File: src/rtl/lane_vote_monitor.sv
// Majority voter for the replicated lanes of the fan-out stage. It flags lanes
// that stay stuck against the majority and counts the samples that disagree.
module lane_vote_monitor #(
  parameter int LANES        = 8,
  parameter int CNT_W        = 8,
  parameter int FAULT_THRESH = 4
) (
  input  logic               i_clk,
  input  logic               i_rst,
  input  logic               i_en,
  input  logic               i_clr,
  input  logic [0:LANES-1]   i_lanes,
  output logic               o_vote,
  output logic               o_vote_vld,
  output logic               o_tie,
  output logic [0:LANES-1]   o_lane_fault,
  output logic               o_any_fault,
  output logic [CNT_W-1:0]   o_mismatch_cnt
);

  localparam int             OW   = $clog2(LANES + 1);
  localparam logic [OW-1:0]  HALF = OW'(LANES / 2);
  localparam logic [3:0]     TH   = 4'(FAULT_THRESH);

  typedef enum logic {WARM, RUN} phase_t;

  logic [OW-1:0]    ones;
  logic             tie;
  logic             vote_new;
  logic             acct;
  logic [0:LANES-1] disagree;
  wire  [0:LANES-1] fault_next;
  wire  [0:LANES-1] lane_fault;

  logic             vote_reg, vld_reg, tie_reg, any_reg;
  logic [CNT_W-1:0] mcnt_reg, mcnt_next;
  phase_t           state_reg, state_next;
  logic             warm;

  always_comb begin
    ones = '0;
    for (int i = 0; i < LANES; i++) ones = ones + OW'(i_lanes[i]);
  end

  // An exact half split is only possible with an even lane count.
  assign tie      = ((LANES % 2) == 0) && (ones == HALF);
  assign vote_new = tie ? vote_reg : (ones > HALF);
  assign disagree = i_lanes ^ {LANES{vote_new}};
  assign acct     = i_en && !i_clr && !tie;

  for (genvar gi = 0; gi < LANES; gi++) begin : g_lane
    logic [3:0] run_reg, run_next;
    logic       fault_reg;

    always_comb begin
      run_next = run_reg;
      if (i_clr)
        run_next = '0;
      else if (acct)
        run_next = !disagree[gi] ? 4'd0 :
                   (run_reg == TH) ? run_reg : run_reg + 4'd1;
    end

    assign fault_next[gi] = !i_clr && (fault_reg || (run_next == TH));
    assign lane_fault[gi] = fault_reg;

    always_ff @(posedge i_clk or posedge i_rst) begin
      if (i_rst) begin
        run_reg   <= '0;
        fault_reg <= 1'b0;
      end else begin
        run_reg   <= run_next;
        fault_reg <= fault_next[gi];
      end
    end
  end

  // One count per accounted sample, however many lanes disagree.
  always_comb begin
    mcnt_next = mcnt_reg;
    if (i_clr)
      mcnt_next = '0;
    else if (acct && (|disagree) && (mcnt_reg != {CNT_W{1'b1}}))
      mcnt_next = mcnt_reg + 1'b1;
  end

  always_ff @(posedge i_clk or posedge i_rst) begin
    if (i_rst) begin
      vote_reg <= 1'b0;
      vld_reg  <= 1'b0;
      tie_reg  <= 1'b0;
      any_reg  <= 1'b0;
      mcnt_reg <= '0;
    end else begin
      if (i_en) vote_reg <= vote_new;
      vld_reg  <= i_en;
      tie_reg  <= i_en && tie;
      any_reg  <= |fault_next;
      mcnt_reg <= mcnt_next;
    end
  end

  always_ff @(posedge i_clk or posedge i_rst) begin
    if (i_rst) state_reg <= WARM;
    else       state_reg <= state_next;
  end

  always_comb begin
    state_next = state_reg;
    if (i_en && !tie) state_next = RUN;
    else if (i_clr)   state_next = WARM;
  end

  always_comb begin
    warm = (state_reg == WARM);
  end

  // A tie never moves the vote, so a warm tie straight after reset reads 0.
  a_warm_tie_holds: assert property (@(posedge i_clk) disable iff (i_rst)
    (warm && i_en && tie) |=> (o_vote == $past(o_vote)));

  assign o_vote         = vote_reg;
  assign o_vote_vld     = vld_reg;
  assign o_tie          = tie_reg;
  assign o_lane_fault   = lane_fault;
  assign o_any_fault    = any_reg;
  assign o_mismatch_cnt = mcnt_reg;

endmodule
File: config.mk
export PLATFORM = sky130hd
export DESIGN_NAME = lane_vote_monitor
export DESIGN_NICKNAME = d
export VERILOG_FILES = /design/src/rtl/lane_vote_monitor.sv
export SDC_FILE = /design/constraint.sdc
export NUM_CORES = 1
export LEC_CHECK = 0
export CAP_MARGIN = 20
export CORE_ASPECT_RATIO = 1.2
export CORE_MARGIN = 2
export CORE_UTILIZATION = 57
export CTS_CLUSTER_SIZE = 40
export DETAILED_ROUTE_END_ITERATION = 6
export PLACE_DENSITY = 0.8
export SETUP_SLACK_MARGIN = 0.15
export SYNTH_ARGS = -nofsm -noshare
export SYNTH_HDL_FRONTEND = slang
export SYNTH_SLANG_ARGS = --single-unit
File: constraint.sdc
create_clock -name i_clk -period 3.3 [get_ports i_clk]
set_clock_uncertainty 0.05 [all_clocks]
set_input_delay 0.825 -clock i_clk [delete_from_list [all_inputs] [get_ports i_clk]]
set_output_delay 0.825 -clock i_clk [all_outputs]
set_load 0.02 [all_outputs]
==> impl_table.tex, run 1 <==
\begin{tabular}{lr}
\hline
Metric & Value \\
\hline
\multicolumn{2}{l}{\textbf{Synthesis}} \\
Register area share after synthesis & 36.59\% \\
Cell types with the largest area share after synthesis & dfrtp\_1 (37\%), ha\_1 (7.0\%), inv\_1 (4.2\%), nor2\_1 (3.2\%), a21oi\_1 (3.0\%) \\
Area share of the largest cell type after synthesis & 36.59\% \\
Cell type with the largest total area after synthesis & dfrtp\_1 \\
Net Count, Synth & 425 \\
Distinct cell type count of the synthesized netlist & 64 \\
Instance count of the mapped netlist & 389 \\
Post-synthesis instance area & 3556 µm² \\
Warnings, synthesis & 0 \\
Number of enable-type register cells in the synthesized netlist & 0 \\
Share of synthesized registers carrying an async set or reset & 100.0\% \\
Number of register bits inferred by synthesis & 52 \\
Dominant cell by count in the synthesized netlist & dfrtp\_1 \\
Mean post-synth cell area & 9.141 µm² \\
Most used flip-flop cell after synthesis & dfrtp\_1 \\
Synth top cells by count & dfrtp\_1 (52), inv\_1 (40), nor2\_1 (30) \\
\multicolumn{2}{l}{\textbf{Setup path}} \\
Arrival time at the worst endpoint & 5.37 ns \\
Type of the setup path with the least slack & in -> reg \\
CP Cell Sequence & buf\_8 -> inv\_8 -> fa\_1 -> fa\_1 -> fa\_1 -> inv\_2 -> ha\_4 -> fa\_2 -> or4b\_4 -> o211ai\_4 -> buf\_12 -> buf\_6 -> a211oi\_1 -> a211o\_2 -> o41ai\_2 -> nor2\_1 -> or4b\_1 \\
Maximum fanout encountered on the critical timing path & 6 \\
Required @ worst endpoint & 3.52 ns \\
Critical path endpoint category & flip-flop \\
CP max-delay cell & fa\_1 \\
Cell mode on critical path & fa\_1 \\
Setup crit start kind & input pin \\
Slowest stage delay, CP & approximately 0.56 ns \\
\multicolumn{2}{l}{\textbf{Clocking}} \\
Largest buffer count on any clock path & 2 \\
CTS HTree Levels & 2 \\
Root Driver & clkbuf\_8 \\
TritonCTS buffer count & 5 \\
Clock latency on the worst-skew pair & 0.33 ns \\
TritonCTS clock tree & built \\
Clk slew on worst S/H paths & about 0.10 ns \\
Count of hold buffers inserted by post-cts repair & 0 \\
Number of clock sinks seen by CTS & 52 \\
\multicolumn{2}{l}{\textbf{Global routing}} \\
GR Overflow Total & 0 \\
First-pass GRT wire length & 17.99 mm \\
Total global routing track utilization & roughly a third \\
Number of global-route vias before repair & 3768 \\
Number of antenna violations at the first check in global routing & 0 \\
Pin count of the biggest net entering global routing & 53 \\
\multicolumn{2}{l}{\textbf{STA}} \\
Measured slew at the worst slew-check pin & 0.6935 ns \\
Share of the cycle needed by the critical path after routing & 156.1\% \\
Final Worst Setup Slack & -1.852 ns \\
Final TNS setup & -66.39 ns \\
Headroom to the max-slew limit & 53.77\% \\
Total count of hold-check failures in the final report & 0 \\
Fmax & 194.1 MHz \\
Total of endpoints with negative setup slack in the final report & 51 \\
Min Clock Period, post-route & around 5.2 ns \\
Setup repair after global routing missed its margin & yes \\
Final Max Slew Viols & 0 \\
\multicolumn{2}{l}{\textbf{Worst hold path}} \\
Hold Crit Class & reg -> reg \\
\multicolumn{2}{l}{\textbf{Finish}} \\
Core occupancy in the finished layout & 90.22\% \\
Final-stage net count & 540 \\
Share of layout cells above drive strength 1 & 41.78\% \\
Layout area overhead & 53.52\% \\
Diodes inserted & 0 \\
Flip-flop count of the largest register after layout & 32 \\
Finished layout cell area & 5459 µm² \\
\multicolumn{2}{l}{\textbf{Drt}} \\
Drt first pass iters & 5 \\
Number of remaining DRC errors & 0 \\
Antenna-violating nets left & 0 \\
Via-per-instance ratio & 6.727 \\
Via total after detailed routing & about 3900 \\
Total Routed Length & 14.02 mm \\
Routed wire length per instance & 23.88 µm \\
Detailed router's first-iteration violation count & about 460 \\
\multicolumn{2}{l}{\textbf{Die}} \\
Full die area & 6889 µm² \\
Starting density of the core & 58.77\% \\
Height of the chip & about 90 µm \\
Ports & 32 \\
Number of placement rows & 31 \\
CORE AREA & 6051 µm² \\
Die outline width & between 70 and 80 µm \\
\multicolumn{2}{l}{\textbf{Power and ir drop}} \\
Static leakage power & 2.403 nW \\
Overall power consumption & between 2 and 3 mW \\
Worst vdd ir & 0.4159 mV \\
Ratio of total power to cell area & roughly 540 nW/µm² \\
\multicolumn{2}{l}{\textbf{Placed design}} \\
Number of I/O port buffers & 31 \\
Detailed placer's ending HPWL & approximately 6.5 mm \\
Global placer's final weighted congestion & between 0.8 and 0.9 \\
Pre-CTS setup slack & -2.580 ns \\
Placed Area & 4553 µm² \\
\multicolumn{2}{l}{\textbf{Run status}} \\
Status & complete, but fails checks \\
Failing checks & negative setup slack \\
\multicolumn{2}{l}{\textbf{Run}} \\
Max cap viols & 0 \\
\hline
\end{tabular}
## worst paths after layout
kind	cells after the start	end	start	slack, ns
min in group asynchronous	3	g_lane[0].run_reg[1]	i_rst	0.95
max reg2reg	9	o_any_fault	o_vote	0.59
max	17	o_any_fault	i_lanes[7]	-1.85
max in group asynchronous	3	g_lane[3].run_reg[2]	i_rst	1.77
min	2	g_lane[7].fault_reg	g_lane[7].fault_reg	0.51
min reg2reg	2	g_lane[7].fault_reg	g_lane[7].fault_reg	0.51
## through the flow
step	std cells	hold slack, ns
5_1_grt	587	0.5329
3_3_place_gp	545	0.4424
3_5_place_dp	545	0.4495
4_1_cts	570	0.4762
2_1_floorplan	389	0.4095
6_report	587	0.5113
## timing repair
action | in CTS | in global routing
setup buffers | 16 | 16
setup endpoints to repair | 51 | 51
cloned | 1 | 1
pin swaps | 28 | 38
resized for setup | 64 | 48
## power by group
| part | internal (mW) | switching (mW) | total, mW |
|---|---|---|---|
| clock | 0.306 | 0.264 | 0.571 |
| combinational | 0.815 | 0.797 | 1.61 |
| sequential | 0.678 | 0.0662 | 0.744 |
| total | 1.80 | 1.13 | 2.93 |
## layout make-up
type,count,area (µm²)
Multi-Input combinational cell,273,2457
Timing Repair Buffer,132,1303
Sequential cell,52,1301
Fill cell,223,591.8
Inverter,40,157.7
Tap cell,82,102.6
Clock buffer,5,68.82
Clock inverter,3,68.82
## critical path: cells and delay by family
| family | cells | cell delay (ns) |
|---|---|---|
| fa+ha+maj | 5 | 2.14 |
| compound gates | 4 | 1.13 |
| simple gates | 3 | 0.83 |
| buf+inv | 5 | 0.44 |
## routing by layer
metal  up-vias  global-route usage (%)  part of all wire, %
met2       322                   57.07                   49
met1      1916                   37.11                   36
met3        93                   6.100                  9.5
li1       1618                       -                    -
met5         -                       0                    0
met4         0                   18.64                  5.9
## cell usage in the layout, fill, tap and decap left out, drive strengths merged, types with 3 or more instances in the layout
cell           Yosys  layout
a211oi             3       3
nand3             16      16
or4                4       4
o21ai             19      19
nor3              10      10
o211a              4       5
dfrtp             52      52
xnor2             12      12
or4b               3       3
o22ai              4       4
a22o               4       4
xor2               5       5
fa                 4       4
a31oi              5       5
or3                5       5
mux2i              4       4
ha                20      20
nor4               4       4
nand4             11      11
nor2              30      30
clkdlybuf4s50      0      28
a21oi             21      21
a22oi              3       3
buf               19     104
and3               5       5
nand3b             4       4
nand4b             4       4
inv               40      41
nand2b             3       3
nand2             25      25
nor2b              6       6
o211ai             3       3
clkbuf             6       5
o41ai              3       3
a41oi              3       3
## logic make-up after synthesis
logic type	Yosys count	synth area share [%]
buf+inv	65	9.218
xor+xnor	17	4.187
fa+ha+maj	24	9.289
mux	5	1.443
simple gates	137	21.36
flops	52	36.59
compound gates	89	17.91
(Power assumes the default switching activity.)
==> run 2, diff against run 1 <==
--- a/config.mk
+++ b/config.mk
@@ -6,13 +6,14 @@
 export NUM_CORES = 1
 export LEC_CHECK = 0
 export CAP_MARGIN = 20
-export CORE_ASPECT_RATIO = 1.2
+export CORE_ASPECT_RATIO = 0.6
 export CORE_MARGIN = 2
 export CORE_UTILIZATION = 57
 export CTS_CLUSTER_SIZE = 40
 export DETAILED_ROUTE_END_ITERATION = 6
 export PLACE_DENSITY = 0.8
 export SETUP_SLACK_MARGIN = 0.15
+export SKIP_CTS_REPAIR_TIMING = 1
 export SYNTH_ARGS = -nofsm -noshare
 export SYNTH_HDL_FRONTEND = slang
 export SYNTH_SLANG_ARGS = --single-unit
==> run 2 against run 1 <==
Compared with the run above: die area is 0.26% higher; via count fell by 14%; critical path depth is the same; final cell count down 3.6%; sequential power is 1% lower; largest cell class unchanged; register-to-register slack improved by 0.06 ns; sequential cell count stayed put; worst setup slack lost 0.052 ns; power is 20% lower; the flow still finishes with violations (negative setup slack); worst hold slack improved by 0.00084 ns; fmax shrank 1.0%.
==> impl_table.tex, run 2 (synthesis results as in run 1) <==
\begin{tabular}{lr}
\hline
Metric & Value \\
\hline
\multicolumn{2}{l}{\textbf{Run status}} \\
Status & complete, but fails checks \\
Failing checks & negative setup slack \\
\multicolumn{2}{l}{\textbf{Setup path}} \\
Arrival time at the worst endpoint & 5.35 ns \\
Required @ worst endpoint & 3.44 ns \\
Maximum fanout encountered on the critical timing path & 6 \\
Type of the setup path with the least slack & in -> reg \\
Setup crit start kind & input pin \\
Critical path endpoint category & flip-flop \\
\multicolumn{2}{l}{\textbf{Die}} \\
Number of placement rows & 22 \\
Die outline width & 106.0 µm \\
Ports & 32 \\
Height of the chip & 65.18 µm \\
CORE AREA & 6083 µm² \\
Full die area & 6907 µm² \\
Starting density of the core & 58.45\% \\
\multicolumn{2}{l}{\textbf{Drt}} \\
Number of remaining DRC errors & 0 \\
Antenna-violating nets left & 0 \\
Via-per-instance ratio & approximately 6.0 \\
Total Routed Length & a little over 10 mm \\
Routed wire length per instance & 18.26 µm \\
Via total after detailed routing & 3401 \\
Detailed router's first-iteration violation count & 272 \\
Drt first pass iters & 5 \\
\multicolumn{2}{l}{\textbf{Global routing}} \\
GR Overflow Total & 0 \\
Total global routing track utilization & roughly 28\% \\
Pin count of the biggest net entering global routing & 52 \\
Number of antenna violations at the first check in global routing & 0 \\
First-pass GRT wire length & about 15 mm \\
Number of global-route vias before repair & 3137 \\
\multicolumn{2}{l}{\textbf{Placed design}} \\
Detailed placer's ending HPWL & 6.737 mm \\
Placed Area & about 4500 µm² \\
Global placer's final weighted congestion & 0.9013 \\
Number of I/O port buffers & 31 \\
Pre-CTS setup slack & -2.569 ns \\
\multicolumn{2}{l}{\textbf{Clocking}} \\
TritonCTS clock tree & built \\
Clk slew on worst S/H paths & 0.09 ns \\
Largest buffer count on any clock path & 2 \\
Root Driver & clkbuf\_8 \\
CTS HTree Levels & 2 \\
Number of clock sinks seen by CTS & 52 \\
TritonCTS buffer count & 5 \\
Clock latency on the worst-skew pair & 0.31 ns \\
\multicolumn{2}{l}{\textbf{Finish}} \\
Finished layout cell area & around 4900 µm² \\
Leading cell type in the layout, fill and taps excluded & buf\_4 \\
Layout area overhead & 37.51\% \\
Core occupancy in the finished layout & 80.38\% \\
Flip-flop count of the largest register after layout & 32 \\
Diodes inserted & 0 \\
Fillers & 352 \\
Share of layout cells above drive strength 1 & approximately a third \\
Final-stage net count & 517 \\
Most frequent cells in the layout & buf\_4 (62), dfrtp\_1 (52), inv\_1 (35) \\
\multicolumn{2}{l}{\textbf{STA}} \\
Measured slew at the worst slew-check pin & 0.5779 ns \\
Share of the cycle needed by the critical path after routing & 157.7\% \\
Setup repair after global routing missed its margin & yes \\
Final Max Slew Viols & 0 \\
Final Worst Setup Slack & -1.904 ns \\
Total of endpoints with negative setup slack in the final report & 51 \\
Min Clock Period, post-route & about 5.2 ns \\
Headroom to the max-slew limit & 61.43\% \\
Worst slack on hold paths & slightly above 0.5 ns \\
Total count of hold-check failures in the final report & 0 \\
Fmax & 192.2 MHz \\
\multicolumn{2}{l}{\textbf{Run}} \\
Max cap viols & 0 \\
\multicolumn{2}{l}{\textbf{Power and ir drop}} \\
Worst vdd ir & 0.3504 mV \\
Static leakage power & 2.151 nW \\
Overall power consumption & 2.339 mW \\
Ratio of total power to cell area & 478.3 nW/µm² \\
\multicolumn{2}{l}{\textbf{Worst hold path}} \\
Hold Crit Class & reg -> reg \\
\hline
\end{tabular}
-- run 2: area by class of cell --
type / count / area (µm²) / area share [%]
Timing Repair Buffer: 109 / 985.9 / 20.16
Clock buffer: 7 / 86.33 / 1.766
Sequential cell: 52 / 1301 / 26.61
Clock inverter: 1 / 7.507 / 0.1535
Tap cell: 84 / 105.1 / 2.149
Multi-Input combinational cell: 273 / 2243 / 45.88
Inverter: 40 / 160.2 / 3.275
-- run 2: worst max-delay path, stage by stage --
cell	delay (ns)
buf_8	0.09
inv_4	0.04
fa_1	0.56
fa_1	0.45
fa_1	0.55
inv_2	0.05
ha_4	0.15
fa_2	0.46
or4b_4	0.59
o211ai_4	0.21
buf_4	0.16
buf_6	0.12
buf_6	0.10
a32oi_4	0.11
a41oi_2	0.29
a21oi_2	0.09
or4b_1	0.49
-- run 2: worst paths after layout --
path | slack [ns] | end | depth (start not counted) | from
setup / recovery | -1.90 | o_any_fault | 17 | i_lanes[6]
hold / removal | 0.51 | g_lane[1].fault_reg | 1 | g_lane[1].fault_reg
setup reg to reg | 0.65 | o_any_fault | 9 | o_vote
hold reg to reg | 0.51 | g_lane[1].fault_reg | 1 | g_lane[1].fault_reg
max in group asynchronous | 2.12 | o_vote | 3 | i_rst
min in group asynchronous | 0.62 | g_lane[2].run_reg[3] | 2 | i_rst
-- run 2: per-stage QoR --
stage	cells	setup TNS (ns)
global route	566	-71.62
global placement	544	-100.43
floorplan	389	-61.96
CTS	552	-88.05
finish	566	-67.34
detailed placement	544	-103.49
-- run 2: power breakdown --
part	internal [mW]	switching, mW
Combinational	0.589	0.629
Clock	0.171	0.215
Sequential	0.678	0.0569
Total	1.44	0.902
-- run 2: metal layers --
metal,vias to the layer above,share of wire [%],global-route usage [%]
met2,140,45,44.19
met4,0,3.2,7.730
met1,1666,45,39.36
met5,-,0,0
met3,33,6.4,4.365
li1,1562,-,-
